`config.mk`:
```
export PLATFORM = sky130hd
export DESIGN_NAME = fetch_prefetch_queue
export DESIGN_NICKNAME = d
export VERILOG_FILES = /design/src/rtl/fetch_prefetch_queue_pkg.sv /design/src/rtl/fetch_prefetch_queue_ram.sv /design/src/rtl/fetch_prefetch_queue.sv
export SDC_FILE = /design/constraint.sdc
export NUM_CORES = 1
export LEC_CHECK = 0
export BUFFER_PORTS_ARGS = -buffer_cell sky130_fd_sc_hd__buf_2
export CORE_ASPECT_RATIO = 0.6
export CORE_UTILIZATION = 61
export CTS_CLUSTER_SIZE = 25
export DETAILED_ROUTE_END_ITERATION = 6
export GPL_TIMING_DRIVEN = 0
export PLACE_DENSITY = 0.95
export SLEW_MARGIN = 30
export SYNTH_ARGS = -nofsm -noshare
export SYNTH_HDL_FRONTEND = slang
export SYNTH_HIERARCHICAL = 1
export SYNTH_SLANG_ARGS = --single-unit
```
`constraint.sdc`:
```
create_clock -name clk -period 10.1 [get_ports clk]
set_clock_uncertainty 0.2 [all_clocks]
set_input_delay 2.02 -clock clk [delete_from_list [all_inputs] [get_ports clk]]
set_output_delay 2.02 -clock clk [all_outputs]
set_load 0.01 [all_outputs]
```
`src/rtl/fetch_prefetch_queue_pkg.sv`:
```
// Shared core definitions for the RV32I front end: datapath width, reset PC
// and the canonical NOP used by fetch and the hazard unit's bubbles.
package fetch_prefetch_queue_pkg;

  localparam int CORE_XLEN = 32;
  localparam logic [CORE_XLEN-1:0] CORE_RESET_PC = 32'h0000_0000;

  // addi x0, x0, 0
  localparam logic [31:0] RV_NOP = 32'h0000_0013;

  typedef logic [31:0] instr_t;

endpackage

```
`src/rtl/fetch_prefetch_queue_ram.sv`:
```
// Prefetch queue storage: DEPTH x WIDTH register array, one write port and
// one asynchronous read port. Contents are deliberately left unreset.
module prefetch_ram
  import fetch_prefetch_queue_pkg::*;
#(
  parameter int DEPTH = 4,
  parameter int WIDTH = 32 + CORE_XLEN,
  parameter int PW    = $clog2(DEPTH)
) (
  input  logic             clk,
  input  logic             we,
  input  logic [PW-1:0]    waddr,
  input  logic [WIDTH-1:0] wdata,
  input  logic [PW-1:0]    raddr,
  output logic [WIDTH-1:0] rdata
);

  logic [WIDTH-1:0] mem_reg [DEPTH];

  always_ff @(posedge clk) begin
    if (we) begin
      mem_reg[waddr] <= wdata;
    end
  end

  // Combinational read so the head is visible the cycle after it is written.
  assign rdata = mem_reg[raddr];

endmodule

```
`src/rtl/fetch_prefetch_queue.sv`:
```
// Instruction-fetch front end: runs the fetch PC, buffers up to DEPTH fetched
// {pc, instr} pairs and hands them to decode; a redirect flushes and restarts.
module fetch_prefetch_queue
  import fetch_prefetch_queue_pkg::*;
#(
  parameter int              XLEN     = CORE_XLEN,
  parameter int              DEPTH    = 4,
  parameter logic [XLEN-1:0] RESET_PC = XLEN'(CORE_RESET_PC)
) (
  input  logic                     clk,
  input  logic                     rst,
  output logic                     ireq,
  output logic [XLEN-1:0]          iaddr,
  input  logic [31:0]              idata,
  input  logic                     iready_n,
  input  logic                     redirect,
  input  logic [XLEN-1:0]          redirect_pc,
  output logic                     deq_valid,
  input  logic                     deq_ready,
  output logic [31:0]              deq_instr,
  output logic [XLEN-1:0]          deq_pc,
  output logic [XLEN-1:0]          deq_pcp4,
  output logic [$clog2(DEPTH):0]   count
);

  localparam int PW = $clog2(DEPTH);
  localparam int CW = PW + 1;
  localparam int EW = 32 + XLEN;

  logic [XLEN-1:0] fpc_reg, fpc_next;
  logic [PW-1:0]   wr_ptr_reg, wr_ptr_next;
  logic [PW-1:0]   rd_ptr_reg, rd_ptr_next;
  logic [CW-1:0]   count_reg, count_next;

  logic            not_empty;
  logic            fetch_fire;
  logic            pop_fire;
  logic [EW-1:0]   head_entry;
  logic [XLEN-1:0] head_pc;
  logic [31:0]     head_instr;

  assign not_empty  = (count_reg != '0);
  assign ireq       = !redirect && (count_reg < CW'(DEPTH));
  assign fetch_fire = ireq && !iready_n;
  assign deq_valid  = not_empty && !redirect;
  assign pop_fire   = deq_valid && deq_ready;

  prefetch_ram #(
    .DEPTH (DEPTH),
    .WIDTH (EW),
    .PW    (PW)
  ) u_ram (
    .clk   (clk),
    .we    (fetch_fire),
    .waddr (wr_ptr_reg),
    .wdata ({fpc_reg, idata}),
    .raddr (rd_ptr_reg),
    .rdata (head_entry)
  );

  assign head_pc    = head_entry[EW-1:32];
  assign head_instr = head_entry[31:0];

  // Storage is never cleared, so stale slots are hidden behind count.
  assign iaddr     = fpc_reg;
  assign count     = count_reg;
  assign deq_instr = not_empty ? head_instr : RV_NOP;
  assign deq_pc    = not_empty ? head_pc : '0;
  assign deq_pcp4  = not_empty ? head_pc + XLEN'(4) : '0;

  always_comb begin
    fpc_next    = fpc_reg;
    wr_ptr_next = wr_ptr_reg;
    rd_ptr_next = rd_ptr_reg;
    count_next  = count_reg;
    if (redirect) begin
      // Both fires are already masked by redirect, so nothing else moves.
      fpc_next    = redirect_pc & ~XLEN'(3);
      wr_ptr_next = '0;
      rd_ptr_next = '0;
      count_next  = '0;
    end else begin
      if (fetch_fire) begin
        wr_ptr_next = wr_ptr_reg + PW'(1);
        fpc_next    = fpc_reg + XLEN'(4);
      end
      if (pop_fire) begin
        rd_ptr_next = rd_ptr_reg + PW'(1);
      end
      case ({fetch_fire, pop_fire})
        2'b10:   count_next = count_reg + CW'(1);
        2'b01:   count_next = count_reg - CW'(1);
        default: count_next = count_reg;
      endcase
    end
  end

  always_ff @(posedge clk or posedge rst) begin
    if (rst) begin
      fpc_reg    <= RESET_PC;
      wr_ptr_reg <= '0;
      rd_ptr_reg <= '0;
      count_reg  <= '0;
    end else begin
      fpc_reg    <= fpc_next;
      wr_ptr_reg <= wr_ptr_next;
      rd_ptr_reg <= rd_ptr_next;
      count_reg  <= count_next;
    end
  end

endmodule

```
# --- Yosys cells after proc, flatten, opt, wreduce, memory -nomap -nowiden ---
# Memories as Yosys holds them, arrays and structs flattened.
# Cells that the tools add are included.
op_classes:
  add_sub_neg: 6
  order_cmp: 1
  eq_ne: 2
  muxes: 13
  n_reduce_logical: 10
op_table:
  columns: ["operator", "n"]
  rows:
  - ["$mux 32", 5]
  - ["$add 32x3->32 const B", 2]
  - ["$mux 2", 4]
  - ["$pmux 3 s2", 1]
  - ["$reduce_bool 3->1", 2]
  - ["$add 2x1->2 const B", 2]
  - ["$logic_and 1x1->1", 4]
  - ["$reduce_bool 2->1", 2]
  - ["$add 3x1->3 const B", 1]
  - ["$lt 3x3->1 const B", 1]
  - ["$mux 3", 1]
  - ["$sub 3x1->3 const B", 1]
  - ["$eq 2x1->1 const B", 1]
  - ["$eq 2x2->1 const B", 1]
  - ["$logic_not 1->1", 2]
  - ["$mux 1", 2]
word_totals:
  reg_bits: 39
  ram_bits: 256
  in_bits: 69
  out_inout_bits: 133
  elab_cells: 37
  n_memories: 1
memory_table:
  columns: ["name", "words", "width", "read_ports", "rd_clocked_by_memory_dff", "wr", "line_no", "source"]
  rows:
  - ["u_ram.mem_reg", 4, 64, 1, 0, 1, "fetch_prefetch_queue_ram.sv:18", "logic [WIDTH-1:0] mem_reg [DEPTH];"]

# --- Depth between registers and ports, before layout ---
# Gate-level depths: netlist (run 1).
logic_depth:
  ltp_word: 6
  mapped_depth: 9

# --- Modules after synthesis ---
# The synthesis (run 1) kept the hierarchy.
modules_own_cells:
  columns: ["module", "n_inst", "cells_per_inst", "area_per_inst_um2", "seq_area_each_um2"]
  rows:
  - ["prefetch_ram", 1, 338, 9341.5, 7687.4]
  - ["fetch_prefetch_queue", 1, 430, 3234.4, 925.9]

# --- Least setup slack after synthesis (run 1) ---
# OpenSTA, ideal clock, no wires.
synth_path:
  path_type: "input to register"
  start: "input port redirect"
  end: "memory u_ram/mem_reg[0][0] (netlist name), enable pin"
  setup_time_ns: 0.578
  t_arrival_ns: 7.278
  path_slack_ns: 2.043
  cell_stages: 4
  path_buffers: 2
  cell_sequence: "clkbuf_1 clkbuf_1 nor2_1 nor3b_1"
synth_between:
  elab_chain_len: 5
synth_rtl:
  columns: ["element", "line_no", "source"]
  rows:
  - ["from (decl)", "fetch_prefetch_queue.sv:16", "input logic redirect,"]
  - ["$logic_not 1->1", "fetch_prefetch_queue.sv:43", "assign ireq = !redirect && (count_reg < CW'(DEPTH));"]
  - ["$logic_and 1x1->1", "fetch_prefetch_queue.sv:43", null]
  - ["$logic_and 1x1->1", "fetch_prefetch_queue.sv:44", "assign fetch_fire = ireq && !iready_n;"]
  - ["net fetch_fire", "fetch_prefetch_queue.sv:36", "logic fetch_fire;"]
  - ["$mux 1", "fetch_prefetch_queue_ram.sv:21", "if (we) begin"]
  - ["$mux 1 (implied by the code)", "fetch_prefetch_queue_ram.sv:22", "mem_reg[waddr] <= wdata;"]
  - ["to (decl)", "fetch_prefetch_queue_ram.sv:18", null]
# The timed path passes the listed nets, and every way through them passes these cells.

# --- Worst setup path after layout (run 1) ---
layout_path:
  start: "register rd_ptr_reg[0]"
  end: "output port deq_pcp4[30]"
layout_between:
  elab_chain_len: 3
layout_rtl:
  columns: ["element", "line_no", "source"]
  rows:
  - ["from (decl)", "fetch_prefetch_queue.sv:32", "logic [PW-1:0] rd_ptr_reg, rd_ptr_next;"]
  - ["from (signal assigned)", "fetch_prefetch_queue.sv:107", "rd_ptr_reg <= rd_ptr_next;"]
  - ["$mem_v2 4x64", null, null]
  - ["net head_entry[34]", "fetch_prefetch_queue.sv:38", "logic [EW-1:0] head_entry;"]
  - ["$add 32x3->32", "fetch_prefetch_queue.sv:69", "assign deq_pcp4 = not_empty ? head_pc + XLEN'(4) : '0;"]
  - ["$mux 32", "fetch_prefetch_queue.sv:69", null]
  - ["to (decl)", "fetch_prefetch_queue.sv:22", "output logic [XLEN-1:0] deq_pcp4,"]
# The timed path passes the listed nets, and every way through them passes these cells.

==> results.json, run 1 <==
{
  "wl_per_cell_um": 22.0,
  "clk_pin_slew_ps": 60,
  "coreArea_um2": 20100,
  "synthSimpleGateAreaFrac": 0.107,
  "max-slew-margin-rel": 0.411,
  "hold_viol_final": 0,
  "netlist.area_leader.share": 0.611,
  "finalMaxSlewViolations": 0,
  "crit_slowest_cell": "mux4_2",
  "clock.fmax_mhz": 166,
  "power.leakage_nw": 5.54,
  "worst_pin_slew_ps": 879,
  "endpoint_kind": "output port",
  "synth-seq-cells": 293,
  "grt_usage": 0.279,
  "ctsResizeCount": 0,
  "fin_nets": 1088,
  "fillers": 1194,
  "post-dp-hpwl_mm": 19.6,
  "met2_usage": 0.442,
  "io_buffers": 197,
  "fin_area_um2": 15100,
  "crit_fanout": 10,
  "placed_area_um2": 14100,
  "pre_cts_slack_ps": 4460,
  "root_buffer": "clkbuf_16",
  "clkLatencyLatePin_ps": 520,
  "yosys_warnings": 6,
  "synth_ff_type": "edfxtp_1",
  "drcViolationCount": 0,
  "min_period_over_period": 0.596,
  "grtUsageMet3": 0.0552,
  "timing_worst_setup_path_type": "register to output port",
  "worstPathArrival_ps": 3800,
  "maxCapViolCount": 0,
  "powerDensity_nw_per_um2": 221,
  "rsz0062_at_grt": "no",
  "ys_seq_area_frac": 0.685,
  "fin_ws_ps": 4080,
  "ant_nets": 0,
  "synth_area_leaders": "edfxtp_1 61%, mux4_2 11%, dfrtp_1 7.4%",
  "drt_iter0_markers": 816,
  "syn_inst": 768,
  "die_h_um": 113,
  "numClockSinks": 293,
  "syn_area_per_cell_um2": 16.4,
  "p_total_w": 0.00333,
  "holdWs_ps": 343,
  "grt_pass1_vias": 7806,
  "start_util": 0.625,
  "first_pass_iters": 5,
  "grt_use_met1": 0.402,
  "syn_area_um2": 12600,
  "path_cells": "buf_6 > buf_12 > mux4_2 > ha_1 > nand3_1 > clkbuf_1 > nor4_1 > xnor2_1 > nor2_1 > buf_2",
  "synth-adder-area-share": 0.00358,
  "cts_tree": "done",
  "dieArea_um2": 21200,
  "peakVddDrop_v": 0.000182,
  "max_stage_delay_ps": 610,
  "layout.cells.non_filler": 1310,
  "vias_per_cell": 5.99,
  "synthMuxAreaShare": 0.117,
  "async_reset_ff_frac": 0.126,
  "gp_congestion": 0.898,
  "synth_compound_area_frac": 0.0192,
  "critical_path_required_ps": 7880,
  "antenna_found_initial": 2,
  "min_path_type": "register to register",
  "cts.htree.levels": 1,
  "final_cell_mix": "256 x edfxtp_1, 203 x buf_2, 60 x mux4_2",
  "setup_viol": 0,
  "overflow": 0,
  "status": "completed",
  "routed-via-count": 7853,
  "grt_max_degree": 38,
  "ios": 202,
  "layout-drive-gt1-share": 0.336,
  "post-place-cells": 1261,
  "grt_busiest_layer": "met2",
  "area_delta_synth_final_pct": 20.0,
  "synth.distinct_cells": 45,
  "synth_edf_count": 256,
  "crit_path_start_kind": "register",
  "synth_top_family_by_area": "multiplexers",
  "cts_hold_buf": 0,
  "clk_path_buf_depth": 3,
  "largest_reg_flops": 256,
  "cts_buffers": 26,
  "grt_pass1_wl_mm": 44.2,
  "synth_xor_area_frac": 0.0404,
  "postCtsSetupRepairBufs": 0,
  "final_common_cell": "edfxtp_1",
  "synth_top_area_cell": "edfxtp_1",
  "min_period_ps": 6020,
  "die_w_um": 187,
  "routed_wirelength_mm": 28.9,
  "rows": 40
}
## metrics by stage
stage	TNS (ps)	util
3_5_place_dp	0	0.703
4_1_cts	0	0.750
5_1_grt	0	0.750
2_1_floorplan	0	-
3_3_place_gp	-98300	0.693
6_report	0	0.750
## worst paths after layout
| kind | from | endpoint | slack [ps] | cells after the start |
|---|---|---|---|---|
| max | rd_ptr_reg[0]$_DFFE_PP0P_ | deq_pcp4[30] | 4080 | 10 |
| min | rd_ptr_reg[1]$_DFFE_PP0P_ | rd_ptr_reg[1]$_DFFE_PP0P_ | 340 | 2 |
| max reg2reg | count[0]$_DFFE_PP0P_ | count[2]$_DFFE_PP0P_ | 7150 | 8 |
| min reg2reg | rd_ptr_reg[1]$_DFFE_PP0P_ | rd_ptr_reg[1]$_DFFE_PP0P_ | 340 | 2 |
| max in group asynchronous | rst | iaddr[5]$_DFFE_PP0N_ | 7980 | 3 |
| min in group asynchronous | rst | iaddr[28]$_DFFE_PP0N_ | 1250 | 2 |
## cell type report
cell class | instances | area, µm² | share of cell area
antenna | 1 | 2.50 | 0.000166
clock inverter | 12 | 166 | 0.0110
timing repair buffer | 211 | 1160 | 0.0769
clock buffer | 36 | 792 | 0.0525
inverter | 16 | 60.1 | 0.00398
sequential | 293 | 8610 | 0.571
multi-input combinational | 428 | 3680 | 0.244
buffer | 40 | 283 | 0.0187
tap | 273 | 342 | 0.0226
## report_power, final
group          switching, W  internal, W
logic              0.000451     0.000363
registers         0.0000490      0.00139
clock network      0.000428     0.000653
total              0.000928      0.00240
## layer usage
metal | wire [µm] | share of wire | vias to the layer above
met3 | 2900 | 0.10 | 64
li1 | - | - | 3423
met4 | 676 | 0.023 | 0
met1 | 11800 | 0.41 | 3867
met2 | 13500 | 0.47 | 499
met5 | 0 | 0 | -
## worst max-delay path, delay by kind of cell, from the launching register on
family	cells	cell delay, ps
buffers and inverters	4	1200
DFF	1	410
and+or+nand+nor	3	510
muxes	1	610
adders and majority gates	1	300
xor gates and xnor gates	1	220
## synth_stat cells, types with 3 or more instances
master,count
and4_1,6
nand2b_1,3
xor2_1,17
mux4_1,4
o21ai_0,25
nand2_1,46
clkbuf_1,21
or3_1,5
a21oi_1,4
dfrtp_1,37
buf_4,5
nor4_2,3
edfxtp_1,256
nand4_1,14
nor3_1,19
nand3_1,20
buf_2,6
mux4_2,60
nor4_1,11
buf_12,6
and3_1,5
inv_1,16
o21ai_1,6
and2_1,57
xnor2_1,41
nor2_1,49
## cells by family (layout without fill, tap and decap cells)
| family | after synthesis | count (layout) |
|---|---|---|
| flip-flops | 293 | 293 |
| XOR/XNOR | 58 | 58 |
| AND/OR/NAND/NOR | 248 | 248 |
| multiplexers | 66 | 66 |
| AO/OA/AOI/OAI | 43 | 43 |
| adder cells (fa/ha/maj) | 3 | 3 |
| other | 1 | 11 |
| buffers and inverters | 56 | 315 |
Power figures use the tool's default switching activity.
==> run 2: changes to the inputs <==
Settings changed: ABC_AREA from default to 1, CORE_UTILIZATION 61 to 53, PLACE_DENSITY 0.95 to 0.87.
Clock period 10.1 ns to 5.1 ns, I/O delays scaled along.
==> run 2 against run 1 <==
Core utilization fell by 10 points. Clock power rose by 75%. Cell area rose by 16%. Total power rose to 2.7 times the previous value. Via count rose by 59%. Area after synthesis rose by 18%.
==> results.json, run 2 <==
{
  "synth.distinct_cells": 40,
  "crit_path_start_kind": "register",
  "yosys_warnings": 6,
  "io_buffers": 196,
  "async_reset_ff_frac": 0.126,
  "dieArea_um2": 28600,
  "netlist.area_leader.share": 0.519,
  "coreArea_um2": 26900,
  "critPathBufInv": 4,
  "critPathLaunch": "rd_ptr_reg[1]$_DFFE_PP0P_",
  "first_pass_iters": 6,
  "p_total_w": 0.00893,
  "wl_per_cell_um": 17.7,
  "clkLatencyLatePin_ps": 540,
  "path_cells": "inv_2 > clkbuf_1 > nand3_1 > nand2_1 > ha_1 > nand2_1 > nor2_2 > nand2_2 > inv_2 > nor2_1 > nor3_1 > buf_2",
  "antenna_found_initial": 3,
  "grt_usage": 0.291,
  "critical_path_required_ps": 3880,
  "grt_pass1_wl_mm": 63.6,
  "area_delta_synth_final_pct": 17.9,
  "clk_pin_slew_ps": 60,
  "cts_hold_buf": 0,
  "crit_family": "simple AND/OR/NAND/NOR gates",
  "final.setup.tns_ps": 0,
  "gp_congestion": 0.949,
  "peakVddDrop_v": 0.000270,
  "finalMaxSlewViolations": 0,
  "pre_cts_slack_ps": 975,
  "syn_area_per_cell_um2": 8.65,
  "clock.fmax_mhz": 208,
  "ios": 202,
  "die_h_um": 131,
  "synth_top_area_cell": "edfxtp_1",
  "drt_iter0_markers": 1750,
  "fin_nets": 2061,
  "rows": 46,
  "syn_inst": 1712,
  "cts_buffers": 28,
  "layout-drive-gt1-share": 0.187,
  "vias_per_cell": 5.27,
  "rsz0062_at_grt": "no",
  "max-slew-margin-rel": 0.549,
  "fin_ws_ps": 293,
  "die_w_um": 218,
  "seq_area_um2": 8610,
  "multi_input_area_um2": 4510,
  "power.leakage_nw": 8.52,
  "fillers": 2126,
  "min_path_type": "primary input to async pin",
  "synth_edf_count": 256,
  "endpoint_kind": "output port",
  "holdWs_ps": 201,
  "hold_viol_final": 0,
  "synth-seq-cells": 293,
  "postCtsSetupRepairBufs": 0,
  "synth_commonest_cells": "518 x nand2_1, 359 x inv_1, 256 x edfxtp_1",
  "worst_pin_slew_ps": 676,
  "status": "completed",
  "start_util": 0.550,
  "root_buffer": "clkbuf_16",
  "largest_reg_flops": 256,
  "yosysMostFrequentCell": "nand2_1",
  "numClockSinks": 293,
  "min_period_over_period": 0.943,
  "post-dp-hpwl_mm": 31.0,
  "crit_fanout": 10,
  "ys_seq_area_frac": 0.582,
  "final_cell_mix": "518 x nand2_1, 358 x inv_1, 256 x edfxtp_1",
  "cts_tree": "done",
  "final_common_cell": "nand2_1",
  "ctsResizeCount": 0,
  "max_stage_delay_ps": 460,
  "min_period_ps": 4810,
  "crit_slowest_cell": "dfrtp_1",
  "clk_path_buf_depth": 3,
  "timing_worst_setup_path_type": "register to output port",
  "grt_max_degree": 29,
  "routed-via-count": 12500,
  "setup_viol": 0,
  "overflow": 0,
  "ant_nets": 0,
  "maxCapViolCount": 0,
  "synth_ff_type": "edfxtp_1",
  "cts.htree.levels": 1,
  "routed_wirelength_mm": 42.0,
  "worstPathArrival_ps": 3590,
  "drcViolationCount": 0,
  "synth_area_leaders": "edfxtp_1 52%, nand2_1 13%, inv_1 9.1%",
  "r2r-start": "count[2]$_DFFE_PP0P_",
  "grt_pass1_vias": 11600,
  "syn_area_um2": 14800,
  "powerDensity_nw_per_um2": 511
}
## run 2: power breakdown
group          switching (W)  leakage (nW)  internal [W]
Sequential          0.000246          2.78       0.00286
Combinational        0.00269          5.35       0.00124
Clock               0.000853         0.394       0.00104
## run 2: cell type report
class | instances | area share
Antenna cell | 1 | 0.000143
Inverter | 366 | 0.0787
Tap cell | 360 | 0.0258
Timing Repair Buffer | 238 | 0.0760
Sequential cell | 293 | 0.493
Multi-Input combinational cell | 999 | 0.258
Buffer | 63 | 0.0210
Clock buffer | 37 | 0.0433
Clock inverter | 12 | 0.00351
## run 2: per-stage QoR
stage	util	cell area (µm²)	cells
finish	0.648	17500	2369
global route	0.648	17500	2368
CTS	0.648	17500	2368
detailed placement	0.618	16600	2319
global placement	0.604	16300	2277
floorplan	-	14800	1721
## run 2: metal layers
metal,part of all wire,vias up,GRT usage
li1,-,5861,-
met1,0.41,5784,0.425
met2,0.45,762,0.446
met3,0.13,76,0.0646
met4,0.018,4,0.0610
met5,0.00067,-,0
## run 2: logic make-up (layout without fill, tap and decap cells)
logic type,Yosys count,in the layout,share of synthesized area
and+or+nand+nor,899,899,0.254
buffers and inverters,429,716,0.118
DFF,293,293,0.582
AOI/OAI and AO/OA,63,63,0.0292
xor gates and xnor gates,24,24,0.0142
adders and majority gates,3,3,0.00304
other,1,11,0.000253
## run 2: final timing paths
kind	cells past startpoint	slack [ps]	endpoint
worst min register to register	1	390	wr_ptr_reg[1]$_DFFE_PP0N_
worst max register to register	12	1630	u_ram/mem_reg[0][7]$_DFFE_PP_
max in group asynchronous	3	4060	count[1]$_DFFE_PP0P_
min in group clk	1	390	wr_ptr_reg[1]$_DFFE_PP0N_
worst min-delay path	2	200	iaddr[22]$_DFFE_PP0N_
worst max-delay path	12	290	deq_pcp4[8]
## run 2: worst register-to-register path: cells and delay by family (launching register included)
family | cells | cell delay, ps
flip-flops | 1 | 460
buffers and inverters | 9 | 1940
AND/OR/NAND/NOR | 3 | 600
